File: src/rtl/iir_notch_coeff_ctrl.sv
// Coefficient-update scheduler for the 2.4 MHz -> 1 MHz notch chain: shadow banks, round-robin commit FSM,
// bypass sequencing and status counters. Define IIR_CTRL_OVF_MON_EN to build the overflow/underflow counters.
module iir_notch_coeff_ctrl #(
   parameter int COEFF_WIDTH   = 20,
   parameter int COEFF_DEPTH   = 5,
   parameter int FLUSH_SAMPLES = 4,
   parameter int CNT_WIDTH     = 8
) (
   input  logic                               clk,
   input  logic                               rst,
   input  logic                               valid_in,
   input  logic                               cfg_wr_en,
   input  logic                               cfg_sel,
   input  logic [2:0]                         cfg_addr,
   input  logic [COEFF_WIDTH-1:0]             cfg_wdata,
   output logic                               cfg_err,
   input  logic [1:0]                         commit_req,
   output logic [1:0]                         commit_done,
   output logic                               busy,
   input  logic [1:0]                         user_bypass,
   output logic                               bypass_1MHz,
   output logic                               bypass_2_4MHz,
   output logic                               coeff_wr_en_1MHz,
   output logic                               coeff_wr_en_2_4MHz,
   output logic [COEFF_WIDTH*COEFF_DEPTH-1:0] coeff_out_1MHz,
   output logic [COEFF_WIDTH*COEFF_DEPTH-1:0] coeff_out_2_4MHz,
   input  logic                               overflow_1MHz,
   input  logic                               underflow_1MHz,
   input  logic                               overflow_2_4MHz,
   input  logic                               underflow_2_4MHz,
   output logic [2*CNT_WIDTH-1:0]             ovf_cnt,
   output logic [2*CNT_WIDTH-1:0]             udf_cnt
);

   typedef enum logic [1:0] {IDLE, FLUSH, LOAD, SETTLE} state_t;

   localparam int BANK_W = COEFF_WIDTH * COEFF_DEPTH;
   localparam int SCNT_W = (FLUSH_SAMPLES > 1) ? $clog2(FLUSH_SAMPLES) : 1;
   localparam logic [SCNT_W-1:0] SCNT_LAST = SCNT_W'(FLUSH_SAMPLES - 1);

   state_t              state_q, state_d;
   logic                grant_q, grant_d;
   logic                prio_q, prio_d;
   logic [1:0]          pending_q, pending_d;
   logic [1:0]          loaded_q, loaded_d;
   logic [SCNT_W-1:0]   scnt_q, scnt_d;
   logic [BANK_W-1:0]   bank_q [2];
   logic [BANK_W-1:0]   bank_d [2];
   logic                cfg_err_q, cfg_err_d;
   logic [1:0]          commit_done_q, commit_done_d;
   logic [1:0]          coeff_wr_q, coeff_wr_d;
   logic [1:0]          bypass_q, bypass_d;
   logic                last_sample;
   logic                write_blocked;
   logic                addr_ok;

   // pending[g] is released at grant so that a request arriving during service re-arms it
   always_comb begin
      state_d       = state_q;
      grant_d       = grant_q;
      prio_d        = prio_q;
      pending_d     = pending_q;
      loaded_d      = loaded_q;
      scnt_d        = scnt_q;
      commit_done_d = 2'b00;
      last_sample   = valid_in && (scnt_q == SCNT_LAST);

      case (state_q)
         IDLE: begin
            if (|pending_q) begin
               grant_d            = (pending_q == 2'b11) ? prio_q : pending_q[1];
               pending_d[grant_d] = 1'b0;
               scnt_d             = '0;
               state_d            = FLUSH;
            end
         end
         FLUSH: begin
            if (valid_in) begin
               scnt_d = scnt_q + SCNT_W'(1);
               if (last_sample) begin
                  state_d = LOAD;
               end
            end
         end
         LOAD: begin
            loaded_d[grant_q] = 1'b1;
            scnt_d            = '0;
            state_d           = SETTLE;
         end
         SETTLE: begin
            if (valid_in) begin
               scnt_d = scnt_q + SCNT_W'(1);
               if (last_sample) begin
                  commit_done_d[grant_q] = 1'b1;
                  prio_d                 = ~grant_q;
                  state_d                = IDLE;
               end
            end
         end
         default: state_d = IDLE;
      endcase

      pending_d = pending_d | commit_req;

      coeff_wr_d = 2'b00;
      if (state_d == LOAD) begin
         coeff_wr_d[grant_d] = 1'b1;
      end

      for (int i = 0; i < 2; i++) begin
         bypass_d[i] = user_bypass[i] | ~loaded_d[i] | ((state_d != IDLE) && (grant_d == 1'(i)));
      end
   end

   // The granted bank is frozen while its filter is being flushed and loaded
   always_comb begin
      write_blocked = ((state_q == FLUSH) || (state_q == LOAD)) && (cfg_sel == grant_q);
      addr_ok       = int'(cfg_addr) < COEFF_DEPTH;
      cfg_err_d     = cfg_wr_en && (!addr_ok || write_blocked);
      bank_d[0]     = bank_q[0];
      bank_d[1]     = bank_q[1];
      if (cfg_wr_en && addr_ok && !write_blocked) begin
         for (int k = 0; k < COEFF_DEPTH; k++) begin
            if (cfg_addr == 3'(k)) begin
               bank_d[cfg_sel][k*COEFF_WIDTH +: COEFF_WIDTH] = cfg_wdata;
            end
         end
      end
   end

   always_ff @(posedge clk) begin
      if (rst) begin
         state_q       <= IDLE;
         grant_q       <= 1'b0;
         prio_q        <= 1'b1;
         pending_q     <= 2'b00;
         loaded_q      <= 2'b00;
         scnt_q        <= '0;
         bank_q[0]     <= '0;
         bank_q[1]     <= '0;
         cfg_err_q     <= 1'b0;
         commit_done_q <= 2'b00;
         coeff_wr_q    <= 2'b00;
         bypass_q      <= 2'b11;
      end else begin
         state_q       <= state_d;
         grant_q       <= grant_d;
         prio_q        <= prio_d;
         pending_q     <= pending_d;
         loaded_q      <= loaded_d;
         scnt_q        <= scnt_d;
         bank_q[0]     <= bank_d[0];
         bank_q[1]     <= bank_d[1];
         cfg_err_q     <= cfg_err_d;
         commit_done_q <= commit_done_d;
         coeff_wr_q    <= coeff_wr_d;
         bypass_q      <= bypass_d;
      end
   end

   assign busy               = (state_q != IDLE);
   assign cfg_err            = cfg_err_q;
   assign commit_done        = commit_done_q;
   assign bypass_1MHz        = bypass_q[0];
   assign bypass_2_4MHz      = bypass_q[1];
   assign coeff_wr_en_1MHz   = coeff_wr_q[0];
   assign coeff_wr_en_2_4MHz = coeff_wr_q[1];
   assign coeff_out_1MHz     = bank_q[0];
   assign coeff_out_2_4MHz   = bank_q[1];

`ifdef IIR_CTRL_OVF_MON_EN
   logic [CNT_WIDTH-1:0] ovf_q [2];
   logic [CNT_WIDTH-1:0] ovf_d [2];
   logic [CNT_WIDTH-1:0] udf_q [2];
   logic [CNT_WIDTH-1:0] udf_d [2];
   logic [1:0]           ovf_flag;
   logic [1:0]           udf_flag;

   assign ovf_flag = {overflow_2_4MHz, overflow_1MHz};
   assign udf_flag = {underflow_2_4MHz, underflow_1MHz};

   // Saturating event counters, one pair per filter
   always_comb begin
      for (int i = 0; i < 2; i++) begin
         ovf_d[i] = (ovf_flag[i] && !(&ovf_q[i])) ? ovf_q[i] + CNT_WIDTH'(1) : ovf_q[i];
         udf_d[i] = (udf_flag[i] && !(&udf_q[i])) ? udf_q[i] + CNT_WIDTH'(1) : udf_q[i];
      end
   end

   always_ff @(posedge clk) begin
      if (rst) begin
         for (int i = 0; i < 2; i++) begin
            ovf_q[i] <= '0;
            udf_q[i] <= '0;
         end
      end else begin
         for (int i = 0; i < 2; i++) begin
            ovf_q[i] <= ovf_d[i];
            udf_q[i] <= udf_d[i];
         end
      end
   end

   assign ovf_cnt = {ovf_q[1], ovf_q[0]};
   assign udf_cnt = {udf_q[1], udf_q[0]};
`else
   logic unused_status;
   assign unused_status = ^{overflow_1MHz, underflow_1MHz, overflow_2_4MHz, underflow_2_4MHz};
   assign ovf_cnt = '0;
   assign udf_cnt = '0;
`endif

endmodule

File: config.mk
export PLATFORM = sky130hd
export DESIGN_NAME = iir_notch_coeff_ctrl
export DESIGN_NICKNAME = d
export VERILOG_FILES = /design/src/rtl/iir_notch_coeff_ctrl.sv
export SDC_FILE = /design/constraint.sdc
export NUM_CORES = 1
export LEC_CHECK = 0
export ABC_AREA = 1
export CAP_MARGIN = 20
export CORE_AREA = 2 2 193 119
export CTS_BUF_LIST = sky130_fd_sc_hd__clkbuf_8
export CTS_CLUSTER_SIZE = 16
export DETAILED_ROUTE_END_ITERATION = 7
export DIE_AREA = 0 0 195 121
export PLACE_DENSITY = 0.75
export REMOVE_ABC_BUFFERS = 1
export SYNTH_ARGS = -nofsm -noshare
export SYNTH_HDL_FRONTEND = slang
export SYNTH_SLANG_ARGS = --single-unit
File: constraint.sdc
create_clock -name clk -period 2.1 [get_ports clk]
set_input_delay 0.42 -clock clk [delete_from_list [all_inputs] [get_ports clk]]
set_output_delay 0.42 -clock clk [all_outputs]
set_load 0.005 [all_outputs]
Word level (Yosys, flattened, before mapping)
Memory sizes are Yosys's and may differ from the RTL's.
Cells that the tools add are included.
{ "classes": {"add_sub_neg": 1, "magnitude_cmp": 9, "n_eq_ne": 13, "muxes": 51, "bitwise": 19, "n_reduce_logical": 25} }
{ "ops": {"columns": ["cell", "count"], "rows": [
  ["200-bit two-way mux", 10],
  ["200-bit bitwise mux", 5],
  ["100-bit demux with 1-bit select", 5],
  ["100-bit two-way mux", 3],
  ["80-bit two-way mux", 1],
  ["60-bit two-way mux", 1],
  ["40-bit two-way mux", 1],
  ["2-bit two-way mux", 10],
  ["20-bit two-way mux", 1],
  ["1-bit logical AND", 11],
  ["2-bit equality test (second input constant)", 5],
  ["1-bit two-way mux", 9],
  ["1-bit NOT", 8],
  ["2-bit case mux with 4 select lines", 1],
  ["3-bit by 2-bit equality test with 1-bit output (second input constant)", 2],
  ["1-bit by 2-bit less-than comparator with 1-bit output (second input constant)", 3],
  ["1-bit bitwise OR", 6],
  ["2-bit case mux with 3 select lines", 1],
  ["2-bit OR reduction", 3],
  ["2-bit bitwise OR", 2],
  ["2-bit nonzero test", 2],
  ["4-bit OR reduction", 1],
  ["1-bit demux with 1-bit select", 3],
  ["3-bit by 1-bit equality test with 1-bit output (second input constant)", 1],
  ["other kinds (19)", 23]
]} }
{ "totals": {"register_bits": 17, "ram_bits": 200, "in_bits": 36, "output_inout_bits": 240, "mem_count": 1} }
{ "memory_table": {"columns": ["memory", "depth", "word_bits", "read_ports", "rd_clocked_by_memory_dff", "write_ports", "line_no", "rtl"], "rows": [
  ["bank_q", 2, 100, 2, 0, 2, "47", "logic [BANK_W-1:0] bank_q [2];"]
]} }

Logic depth before layout (Yosys ltp)
{ "depth": {"ltp_word": 21, "mapped_depth": 10} }

Worst setup path after synthesis
Ideal clock, no wire load.
{ "synth_timing": {"path_type": "register -> register", "start": "register state_q[0]", "end": "memory bank_q[0][124] (netlist bit)", "arrival_time_ps": 1499, "t_required_ps": 1986, "slack_ps": 487, "stages_incl_launch_ff": 9, "n_path_buf": 2, "period_less_slack_ps": 1613, "path_cell_list": "dfxtp_1 inv_1 ha_1 nand3_2 buf_6 nand3_4 buf_6 nor2_1 nor2_2"} }
{ "synth_lines": {"columns": ["item", "line_no", "rtl"], "rows": [
  ["start, declared", "41", "state_t state_q, state_d;"],
  ["start signal, assigned", "146", "state_q <= state_d;"],
  ["end, declared", "47", null]
]} }

Worst setup path after layout
{ "layout_timing": {"start": "register state_q[1]", "end": "output busy"} }
{ "layout_between": {"elab_chain_len": 1} }
{ "layout_lines": {"columns": ["item", "line_no", "rtl"], "rows": [
  ["2-bit nonzero test", "161", "assign busy = (state_q != IDLE);"],
  ["end, declared", "19", "output logic busy,"]
]} }
No other way between the ends.

==> metrics <==
final setup TNS 0 ns; most frequent CP cell inv_1; mean post-synth cell area 6.691 µm²; worst path required time 1.68 ns; Worst Hold Launch commit_req[1]; Final setup viols 0; core area 0.02176 mm²; sequential fraction of the synthesis area 44.84%; clk slew on worst S/H paths 0.06 ns; cell area after placement 0.01233 mm²; Hold Crit Endpoint pending_q[1]$_SDFF_PP0_; post-synthesis cell count 1,448; Hold Crit Depth 3; CTS tree done; Antenna Nets Post-Route 0; FILL cells 1,946; Synth cell types 24; final WL 27,040 µm; worst reg2reg path depth 9; run status complete, no violations; routed length per instance 13.60 µm; pwr/cell area 702.4 mW/mm²; Worst-Skew Late Latency 0.55 ns; Chip Width 195 µm; flop2flop setup slack 0.42 ns; CP Launch Type flop; CP max stage cell dfxtp_4; First DRT Iteration DRCs 448; Reg2Reg Launch Point state_q[1]$_SDFF_PP0_; Cell Chain, Critical Path inv_1 -> ha_2 -> inv_1 -> dlygate4sd2_1; Fin. Hold Viols 0; worst setup path class flop to output pin; share of layout cells above drive strength 1 8.519%; Initial Util 44.53%; Top Usage Layer GRT met2; clock tree buffer depth 3; fin nets 1,717; Min Clock Period, post-route 1.950 ns; vias post-DR 8,715; Period Utilization, post-route 92.87%; leading area contributor after synthesis dfxtp_1; Post-Route Skew 0.02099 ns; Reg-to-Reg End bank_q[0][40]$_SDFFE_PP0P_; Clock Tree Root clkbuf_8; port bufs 239; Pre-Repair DR Iteration Count 4; hpwl dp 18,600 µm; CP endpoint kind output pin; Area growth syn-to-layout 34.88%; GR Util met2 36.56%; H-tree levels 2; drc violations 0; Mapped Area 0.009688 mm²; CP Max Fanout 4; worst path arrival time 1.53 ns; HP Class primary input to flop; global placer's final weighted congestion 0.8255; slowest stage delay, CP 0.34 ns; initial antenna violation count 0; Design Area, Final 0.01307 mm²; global-route wire length before repair 42,340 µm; yosys warns 0; die height 121 µm; RSZ-0062 raised after global routing no; Site Rows 42; top cells by area, synth dfxtp_1 45%, nand2_1 17%, nor2_1 15%; n_diodes 0; GR Overflow Total 0; number of sinks on the clock net 217; synthesized flop and latch total 217; Max Cap Violations 0; Leak Pwr 6.647 nW; Tot GR Track Use 22.79%; largest net degree at the start of global routing 58; max-slew violation count 0; post-layout util 60.06%; die area 0.02360 mm²; number of buffers created by CTS 35; I/O pin count 276; routing usage on met3 8.616%; CTS Hold Buffers Added 0; Achievable Freq 0.5128 GHz; top-area cell type share of the netlist area 44.84%; Tot Pwr 9.178 mW; global routing usage on met1 28.83%; VDD IR max 0.0003662 V; vias in the first global route 8,097; average vias per placed instance 4.384
-- power by group --
group | leakage (nW) | total (mW) | switching [mW] | internal, mW
combinational | 4.49 | 1.11 | 0.655 | 0.457
clock | 0.404 | 3.76 | 1.76 | 2.01
sequential | 1.75 | 4.30 | 0.0650 | 4.24
total | 6.65 | 9.18 | 2.48 | 6.70
-- state kept, by name, indices dropped and copies added (netlist names) --
name         flops
bank_q         200
bypass_q         2
coeff_wr_q       2
commit_done      2
loaded_q         2
pending_q        2
scnt_q           2
state_q          2
cfg_err          1
grant_q          1
prio_q           1
-- metrics by stage --
step           worst slack [ns]  cells  hold slack, ns
4_1_cts                  0.1082   1988          0.4146
5_1_grt                 0.05009   1988          0.4288
2_1_floorplan           -0.6551   1363          0.4238
3_5_place_dp            -0.1475   1922          0.4474
6_report                 0.1498   1988          0.4520
3_3_place_gp           -0.09710   1922          0.4363
-- cell families (layout without fill, tap and decap cells) --
group	count (synthesis)	count (layout)	synth area share, %
buffers and inverters	334	557	16.80
DFF	217	217	44.84
other	1	32	0.03871
adders and majority gates	6	6	0.7749
and+or+nand+nor	877	877	36.86
AOI/OAI and AO/OA	13	13	0.6846
-- metal layers --
layer | share of wire (%) | up-vias | wire length [µm]
li1 | - | 4525 | -
met1 | 46 | 3901 | 12340
met2 | 44 | 251 | 11780
met3 | 9.3 | 38 | 2523
met4 | 1.5 | 0 | 396
met5 | 0 | - | 0
-- layout by cell type (no fill, tap or decap) --
cell / count
dfxtp_4: 1
ha_2: 1
a31oi_1: 1
nor2_2: 37
o21ai_0: 6
inv_6: 1
nand2_1: 426
ha_1: 5
clkinv_2: 6
clkinvlp_4: 4
bufinv_16: 2
nor3_1: 4
nor2_4: 1
nor2_8: 1
dfxtp_2: 1
buf_12: 26
nand3b_1: 1
clkbuf_8: 40
nand3_2: 1
nand3_1: 6
buf_4: 10
conb_1: 32
a21oi_1: 6
inv_1: 226
dfxtp_1: 215
nand3_4: 10
nor2_1: 389
dlygate4sd2_1: 1
clkdlybuf4s50_1: 238
nand4_1: 1
inv_2: 3
-- Yosys cell counts --
library cell	n
a21oi_1	6
a31oi_1	1
buf_1	20
buf_2	8
buf_4	47
buf_6	25
clkbuf_1	16
conb_1	1
dfxtp_1	217
ha_1	6
inv_1	215
inv_2	3
nand2_1	426
nand3_1	6
nand3_2	1
nand3_4	10
nand3b_1	1
nand4_1	1
nor2_1	389
nor2_2	37
nor2_4	1
nor2_8	1
nor3_1	4
o21ai_0	6
-- worst max-delay path by stage --
stage	start	endpoint	slack (ns)
after floorplan	rst	prio_q$_SDFFE_PP1P_	-0.66
after global placement	cfg_addr[0]	bank_q[0][34]$_SDFFE_PP0P_	-0.1
after detailed placement	cfg_addr[0]	bank_q[0][35]$_SDFFE_PP0P_	-0.15
after CTS	state_q[1]$_SDFF_PP0_	busy	0.11
after global routing	state_q[1]$_SDFF_PP0_	busy	0.05
final	state_q[1]$_SDFF_PP0_	busy	0.15
-- area by class of cell --
cell class / count / area, µm² / area share (%)
well taps: 286 / 357.8 / 2.738
inverters: 218 / 823.3 / 6.300
flip-flops and latches: 217 / 4349 / 33.28
clock buffers: 40 / 550.5 / 4.213
clock inverters: 24 / 165.2 / 1.264
multi-input cells: 928 / 3835 / 29.35
repair buffers: 275 / 2987 / 22.86
-- worst max-delay path, delay by kind of cell, from the launching register on --
family	cells	cell delay (ns)
flip-flops	1	0.34
adder cells (fa/ha/maj)	1	0.22
buffers and inverters	3	0.43
-- what timing repair did --
item | 4_1_cts | 5_1_grt
setup buffers | 2 | 0
endpoints found under the setup margin | 1 | 0
resized for setup | 6 | 0
No activity file was read; power rests on OpenSTA's default activity.
